===== src/rtl/psg_seq_pkg.sv =====
// +----------------------------------------------------------------------------+
// | psg_seq_pkg                                                                |
// | Shared state encoding and PSG bus-mode constants for the bus sequencer.    |
// | Revision: 1.0                                                              |
// +----------------------------------------------------------------------------+
`default_nettype none

package psg_seq_pkg;

  typedef enum logic [2:0] {
    S_IDLE  = 3'd0,
    S_ADDR  = 3'd1,
    S_GAP   = 3'd2,
    S_DATA  = 3'd3,
    S_RECOV = 3'd4
  } state_t;

  // {BDIR,BC} encodings
  localparam logic [1:0] BUS_INACT = 2'b00;
  localparam logic [1:0] BUS_READ  = 2'b01;
  localparam logic [1:0] BUS_WRITE = 2'b10;
  localparam logic [1:0] BUS_ADDR  = 2'b11;

endpackage

`default_nettype wire


===== src/rtl/psg_rr_arbiter.sv =====
// +----------------------------------------------------------------------------+
// | psg_rr_arbiter                                                             |
// | Two-way round-robin arbiter; the pointer flips away from each winner.      |
// | Revision: 1.0                                                              |
// +----------------------------------------------------------------------------+
`default_nettype none

module psg_rr_arbiter (
  input  logic       CLK,
  input  logic       RESET,
  input  logic [1:0] req,
  input  logic       accept,
  output logic [1:0] grant
);

  logic r_ptr;

  always_comb begin
    grant = req;
    if (req == 2'b11) begin
      grant = r_ptr ? 2'b10 : 2'b01;
    end
  end

  always_ff @(posedge CLK or posedge RESET) begin
    if (RESET) begin
      r_ptr <= 1'b0;
    end else if (accept) begin
      r_ptr <= ~grant[1];
    end
  end

endmodule

`default_nettype wire


===== src/rtl/psg_bus_sequencer.sv =====
// +----------------------------------------------------------------------------+
// | psg_bus_sequencer                                                          |
// | Arbitrates two requesters and sequences YM2149 latch/write/read phases.    |
// | Revision: 1.0                                                              |
// +----------------------------------------------------------------------------+
`default_nettype none

module psg_bus_sequencer
  import psg_seq_pkg::*;
#(
  parameter int HOLD = 1
) (
  input  logic       CLK,
  input  logic       RESET,
  input  logic       req0_valid,
  output logic       req0_ready,
  input  logic       req0_we,
  input  logic [3:0] req0_addr,
  input  logic [7:0] req0_data,
  input  logic       req1_valid,
  output logic       req1_ready,
  input  logic       req1_we,
  input  logic [3:0] req1_addr,
  input  logic [7:0] req1_data,
  input  logic       flush,
  output logic       rsp_valid,
  output logic       rsp_id,
  output logic [7:0] rsp_data,
  output logic       psg_bdir,
  output logic       psg_bc,
  output logic [7:0] psg_di,
  input  logic [7:0] psg_do,
  output logic       busy
);

  localparam logic [3:0] C_HOLD_LAST = 4'(HOLD - 1);

  state_t      r_state;
  logic [1:0]  r_bus;
  logic [7:0]  r_di;
  logic [3:0]  r_cnt;
  logic        r_we;
  logic [3:0]  r_addr;
  logic [7:0]  r_data;
  logic        r_id;
  logic        r_cache_valid;
  logic [3:0]  r_cache_addr;
  logic        r_rsp_valid;
  logic        r_rsp_id;
  logic [7:0]  r_rsp_data;

  logic [1:0]  w_grant;
  logic        w_idle;
  logic        w_accept;
  logic        w_id;
  logic        w_we;
  logic [3:0]  w_addr;
  logic [7:0]  w_data;
  logic        w_hit;

  assign w_idle   = (r_state == S_IDLE);
  assign w_accept = w_idle & (|w_grant);

  psg_rr_arbiter u_arb (
    .CLK    (CLK),
    .RESET  (RESET),
    .req    ({req1_valid, req0_valid}),
    .accept (w_accept),
    .grant  (w_grant)
  );

  assign w_id   = w_grant[1];
  assign w_we   = w_id ? req1_we   : req0_we;
  assign w_addr = w_id ? req1_addr : req0_addr;
  assign w_data = w_id ? req1_data : req0_data;
  // A flush in the handshake cycle must not let a stale latch skip the address phase
  assign w_hit  = r_cache_valid & (r_cache_addr == w_addr) & ~flush;

  always_ff @(posedge CLK or posedge RESET) begin
    if (RESET) begin
      r_state       <= S_IDLE;
      r_bus         <= BUS_INACT;
      r_di          <= 8'h00;
      r_cnt         <= 4'h0;
      r_we          <= 1'b0;
      r_addr        <= 4'h0;
      r_data        <= 8'h00;
      r_id          <= 1'b0;
      r_cache_valid <= 1'b0;
      r_cache_addr  <= 4'h0;
      r_rsp_valid   <= 1'b0;
      r_rsp_id      <= 1'b0;
      r_rsp_data    <= 8'h00;
    end else begin
      r_rsp_valid <= 1'b0;
      case (r_state)
        S_IDLE: begin
          if (w_accept) begin
            r_we   <= w_we;
            r_addr <= w_addr;
            r_data <= w_data;
            r_id   <= w_id;
            r_cnt  <= C_HOLD_LAST;
            if (w_hit) begin
              r_state <= S_DATA;
              r_bus   <= w_we ? BUS_WRITE : BUS_READ;
              r_di    <= w_we ? w_data : 8'h00;
            end else begin
              r_state <= S_ADDR;
              r_bus   <= BUS_ADDR;
              r_di    <= {4'h0, w_addr};
            end
          end
        end
        S_ADDR: begin
          if (r_cnt == 4'h0) begin
            r_state       <= S_GAP;
            r_bus         <= BUS_INACT;
            r_di          <= 8'h00;
            r_cache_valid <= 1'b1;
            r_cache_addr  <= r_addr;
          end else begin
            r_cnt <= r_cnt - 4'h1;
          end
        end
        S_GAP: begin
          r_state <= S_DATA;
          r_cnt   <= C_HOLD_LAST;
          r_bus   <= r_we ? BUS_WRITE : BUS_READ;
          r_di    <= r_we ? r_data : 8'h00;
        end
        S_DATA: begin
          if (r_cnt == 4'h0) begin
            if (!r_we) begin
              r_rsp_data <= psg_do;
            end
            r_state     <= S_RECOV;
            r_bus       <= BUS_INACT;
            r_di        <= 8'h00;
            r_rsp_valid <= 1'b1;
            r_rsp_id    <= r_id;
          end else begin
            r_cnt <= r_cnt - 4'h1;
          end
        end
        S_RECOV: begin
          r_state <= S_IDLE;
        end
        default: begin
          r_state <= S_IDLE;
          r_bus   <= BUS_INACT;
          r_di    <= 8'h00;
        end
      endcase
      // Placed last so an external PSG reset wins over a same-cycle latch update
      if (flush) begin
        r_cache_valid <= 1'b0;
      end
    end
  end

  assign req0_ready = w_idle & w_grant[0];
  assign req1_ready = w_idle & w_grant[1];
  assign rsp_valid  = r_rsp_valid;
  assign rsp_id     = r_rsp_id;
  assign rsp_data   = r_rsp_data;
  assign psg_bdir   = r_bus[1];
  assign psg_bc     = r_bus[0];
  assign psg_di     = r_di;
  assign busy       = ~w_idle;

endmodule

`default_nettype wire


===== config.mk =====
export PLATFORM = sky130hd
export DESIGN_NAME = psg_bus_sequencer
export DESIGN_NICKNAME = d
export VERILOG_FILES = /design/src/rtl/psg_seq_pkg.sv /design/src/rtl/psg_rr_arbiter.sv /design/src/rtl/psg_bus_sequencer.sv
export SDC_FILE = /design/constraint.sdc
export NUM_CORES = 1
export LEC_CHECK = 0
export CAP_MARGIN = 20
export CORE_ASPECT_RATIO = 0.9
export CORE_MARGIN = 4
export CORE_UTILIZATION = 30
export CTS_CLUSTER_DIAMETER = 150
export DETAILED_ROUTE_END_ITERATION = 10
export PLACE_DENSITY = 0.59
export SYNTH_ARGS = -nofsm -noshare
export SYNTH_HDL_FRONTEND = slang
export SYNTH_SLANG_ARGS = --single-unit

===== constraint.sdc =====
create_clock -name CLK -period 4.7 [get_ports CLK]
set_input_delay 0.47 -clock CLK [delete_from_list [all_inputs] [get_ports CLK]]
set_output_delay 0.47 -clock CLK [all_outputs]
set_load 0.05 [all_outputs]

**Word level (Yosys, flattened, before mapping)**

Cells that the tools add are included.

- Word-level logic and storage cells: 81
- Bits in registers: 47

- Add/subtract/negate cells: 1
- Mux-type cells: 30
- Equal/unequal tests: 11
- Reduce and logical (&&, ||, !) cells: 15
- Bitwise operators: 10

Operator list:

| kind | count |
|---|---|
| $mux 8 | 6 |
| $pmux 8 s4 | 1 |
| $mux 2 | 8 |
| $mux 4 | 3 |
| $pmux 3 s4 | 1 |
| $pmux 4 s3 | 1 |
| $reduce_and 3->1 | 4 |
| $mux 3 | 3 |
| $pmux 2 s4 | 1 |
| $reduce_and 2->1 | 4 |
| $eq 3x2->1 const B | 2 |
| $mux 1 | 6 |
| $ne 2x2->1 const B | 3 |
| $and 1x1->1 | 5 |
| $not 1->1 | 5 |
| $eq 4x4->1 | 1 |
| $logic_not 4->1 | 1 |
| $ne 2x1->1 const B | 2 |
| $reduce_bool 2->1 | 2 |
| $reduce_or 2->1 | 2 |
| $sub 4x1->4 const B | 1 |
| $eq 3x1->1 const B | 1 |
| $eq 3x3->1 const B | 1 |
| $logic_not 3->1 | 1 |
| other kinds (2) | 2 |

**Logic depth before layout (Yosys ltp)**

- Depth after elaboration: 9
- Mapped depth: 7
- Mapped depth without buffers: 7

**Cells and area by module**

A second synthesis with hierarchy kept.

- Cell total of the unflattened synthesis: 202
- Area, all modules: 2,255.9 sq um

Modules (own cells, without submodules):

| module | seq. area each (sq um) | area an instance (sq um) | times used | cells an instance |
|---|---|---|---|---|
| psg_bus_sequencer | 1,151.1 | 2,195.9 | 1 | 195 |
| psg_rr_arbiter | 25.0 | 60.1 | 1 | 7 |

**Worst setup path before layout**

No wires, ideal clock.

- Path type: register to output
- Start: register r_state[0]
- End: output port req1_ready
- Data required time: 4,230 ps
- Slack: 2,351 ps
- Arrival time: 1,879 ps
- Stages on the path, launching flop included: 5
- Cells stage by stage: dfrtp_1 > clkbuf_1 > nor3_1 > inv_1 > nor2_1

- Cells in the longest elaborated chain, start to end: 2

Ends and longest elaborated chain:

| element | line | text |
|---|---|---|
| start: declaration | psg_bus_sequencer.sv:38 | `state_t r_state;` |
| start signal: assignment | psg_bus_sequencer.sv:81 | `r_state <= S_IDLE;` |
| start signal: assignment | psg_bus_sequencer.sv:105 | `r_state <= S_DATA;` |
| start signal: assignment | psg_bus_sequencer.sv:109 | `r_state <= S_ADDR;` |
| $logic_not 3->1 | psg_bus_sequencer.sv:61 | `assign w_idle = (r_state == S_IDLE);` |
| $and 1x1->1 | psg_bus_sequencer.sv:163 | `assign req1_ready = w_idle & w_grant[1];` |
| end: declaration | psg_bus_sequencer.sv:21 | `output logic req1_ready,` |

Every way passes these cells.

**Worst setup path after layout**

- Start: input port req1_valid
- End: output port req1_ready

- Cells in the longest elaborated chain, start to end: 3

Ends and longest elaborated chain:

| element | line | text |
|---|---|---|
| start: declaration | psg_bus_sequencer.sv:20 | `input logic req1_valid,` |
| $eq 2x2->1 | psg_rr_arbiter.sv:20 | `if (req == 2'b11) begin` |
| $mux 2 * | psg_rr_arbiter.sv:20 |  |
| $and 1x1->1 * | psg_bus_sequencer.sv:163 |  |

Mark *: on every way between the ends. The rest lies on a longest branch, timed or not.

==> results.yml <==
global_routing:
  grt_pass1_vias: 1825
  antenna_found_initial: 0
  track_usage: 0.123
  grt_overflow: 0
  grt_max_degree: 48
  grt_pass1_wl_mm: 9.06
timing:
  clock-skew-final_ns: 0.00695
  period_minus_slack_ns: 2.98
  finalHoldViolations: 0
  fin_tns_setup_ns: 0
  fmax_mhz: 336
  maxSlewHeadroom: 0.534
  setup_viol: 0
  rsz0062_at_grt: "no"
  tightest_slew_ns: 0.698
  maxSlewViolCount: 0
  timing.final.crit_share: 0.633
pwr:
  seqPwrFrac: 0.350
  ir_worst_vdd_v: 0.000251
  power_density_mw_per_mm2: 634
  p_sw_w: 0.000838
  internal_power_w: 0.00118
  p_sw_frac: 0.416
  pwr-share-clk: 0.175
  leakagePower_nw: 1.33
  p_comb_frac: 0.474
yosys:
  yosysMostFrequentCell: "dfrtp_1"
  yosys.cell_types.count: 46
  syn_avg_cell_area_um2: 10.8
  yosys-top-cells-count: "47 x dfrtp_1, 16 x nand2_1, 14 x mux2_2, 14 x o21ai_0, 12 x nand3_1"
  ys_seq_elements: 47
  synth_top_area_cell: "dfrtp_1"
  ys.flop_type: "dfrtp_1"
  synth_area_leaders: "dfrtp_1 51%, mux2_2 6.8%, mux2i_1 3.9%, o21ai_0 3.0%, a21o_1 2.9%"
  synth_edf_count: 0
  synth_cells: 215
  synth_nets: 255
  syn_area_mm2: 0.00232
  ys_seq_area_frac: 0.508
  ys_async_sr_fraction: 1.00
  synth_top_area_share: 0.508
  yosysWarningCount: 0
detailed_routing:
  antenna_left: 0
  drc: 0
  firstDrtPassIters: 4
  routedWlPerCell_um: 15.1
  wirelength_mm: 5.66
  via_count: 1893
  viasPerCell: 5.05
  drt_iter0_drc: 73
layout:
  final-seq-area_mm2: 0.00118
  final_util: 0.421
  fill_cells: 731
  nNetsFinal: 318
  antennaDiodeCount: 0
  synthToLayoutAreaGrowth_pct: 37.1
  multi_input_area_mm2: 0.00106
  drive_gt1_frac: 0.129
place:
  place.gp.congestion: 0.876
  io_buffers: 61
  hpwl_mm: 4.19
floorplan:
  rows: 30
  pin_count: 62
  die_h_um: 91.4
  coreArea_mm2: 0.00754
  start_util: 0.307
  die_area_mm2: 0.00920
  dieWidth_um: 101
worst_setup_path:
  ff2ff_setup_slack_ns: 2.10
  cp.arrival_ns: 2.51
  reg2reg_to: "rsp_data[1]"
  crit_path_start_kind: "primary input"
  worst_ep_required_time_ns: 4.23
  critPathKind: "in -> out"
  rr_worst_depth: 6
  regToRegStartpoint: "r_cnt[0]"
  endpoint_kind: "output pin"
  path_max_fanout: 12
clock_tree:
  postCtsHoldBufs: 0
  root_buffer: "clkbuf_8"
  clkSinkCount: 47
  h-tree-depth: 2
  tritoncts: "done"
  ctsResizeCount: 0
  clkTransAtPathRegs_ns: 0.09
  numCtsBuffers: 5
  cts.path.max_buffers: 2
  cts_setup_buffers: 0
  clk_latency_ns: 0.30
outcome:
  status: "complete, no violations"
flow_run:
  maxCapViolations: 0
worst_hold_path:
  hold_path.class: "in -> async"
[cell type report]
type | instances | share of cell area
Multi-Input combinational cell | 149 | 0.334
Inverter | 11 | 0.0130
Clock inverter | 3 | 0.0213
Tap cell | 96 | 0.0378
Sequential cell | 47 | 0.370
Clock buffer | 5 | 0.0217
Timing Repair Buffer | 64 | 0.202
[metal layers]
metal,up-vias,global-route usage,share of wire
met2,69,0.189,0.46
met1,898,0.171,0.47
li1,918,-,-
met4,0,0.0382,0.014
met5,-,0,0
met3,8,0.0307,0.059
[power by group through the flow]
| stage | Combinational, W | Clock, W | Sequential, W |
|---|---|---|---|
| 3_3_place_gp | 0.000945 | 0 | 0.000710 |
| 3_5_place_dp | 0.000958 | 0 | 0.000713 |
| 2_1_floorplan | 0.000433 | 0 | 0.000931 |
| 5_1_grt | 0.00103 | 0.000379 | 0.000731 |
| 6_report | 0.000955 | 0.000353 | 0.000706 |
| 4_1_cts | 0.000959 | 0.000362 | 0.000707 |
[worst max-delay path by stage]
| stage | startpoint | endpoint | slack (ns) | cells past startpoint |
|---|---|---|---|---|
| global route | req1_valid | req1_ready | 1.62 | 4 |
| CTS | req1_valid | req1_ready | 1.74 | 4 |
| floorplan | r_state[0] | req1_ready | 2.35 | 4 |
| detailed placement | req1_valid | r_bus[0] | 1.58 | 6 |
| global placement | req1_valid | r_bus[0] | 1.63 | 6 |
| finish | req1_valid | req1_ready | 1.72 | 4 |
[state kept, by name (all words and copies together) (netlist names)]
| name | cells |
|---|---|
| psg_di | 8 |
| r_addr | 4 |
| r_bus | 2 |
| r_cache_addr | 4 |
| r_cache_valid | 1 |
| r_cnt | 4 |
| r_data | 8 |
| r_id | 1 |
| r_state | 3 |
| r_we | 1 |
| rsp_data | 8 |
| rsp_id | 1 |
| rsp_valid | 1 |
| u_arb.r_ptr | 1 |
[metrics by stage]
stage	cells	power [W]	hold slack [ns]	setup slack [ns]	area, µm²
2_1_floorplan	215	0.00136	0.444	2.35	2320
3_3_place_gp	365	0.00166	0.458	1.63	3020
3_5_place_dp	365	0.00167	0.464	1.58	3020
4_1_cts	373	0.00203	0.487	1.74	3150
5_1_grt	375	0.00214	0.454	1.62	3180
6_report	375	0.00201	0.444	1.72	3180
[worst max-delay path: stages]
cell	delay [ns]
clkdlybuf4s50_1	0.73
nand2_1	0.25
nor2_1	0.22
clkdlybuf4s50_1	0.83
[logic make-up after synthesis]
| kind of cell | synth area share |
|---|---|
| AOI/OAI and AO/OA | 0.205 |
| adders and majority gates | 0.00540 |
| muxes | 0.107 |
| buffers and inverters | 0.0362 |
| DFF | 0.508 |
| xor gates and xnor gates | 0.0265 |
| and+or+nand+nor | 0.113 |
[cell usage in the layout (no fill, tap or decap), types with 3 or more instances in the layout]
master,count
o211ai_1,4
inv_1,9
nor2b_1,3
a21oi_1,8
mux2_2,14
nor2_1,5
a21o_1,9
nand2_1,16
xor2_1,5
o21ai_0,13
o31ai_1,8
nor3_1,3
clkdlybuf4s50_1,61
dfrtp_1,47
clkbuf_8,5
nand3_1,12
a22oi_1,9
mux2i_1,9
No activity file was read; power rests on OpenSTA's default activity.
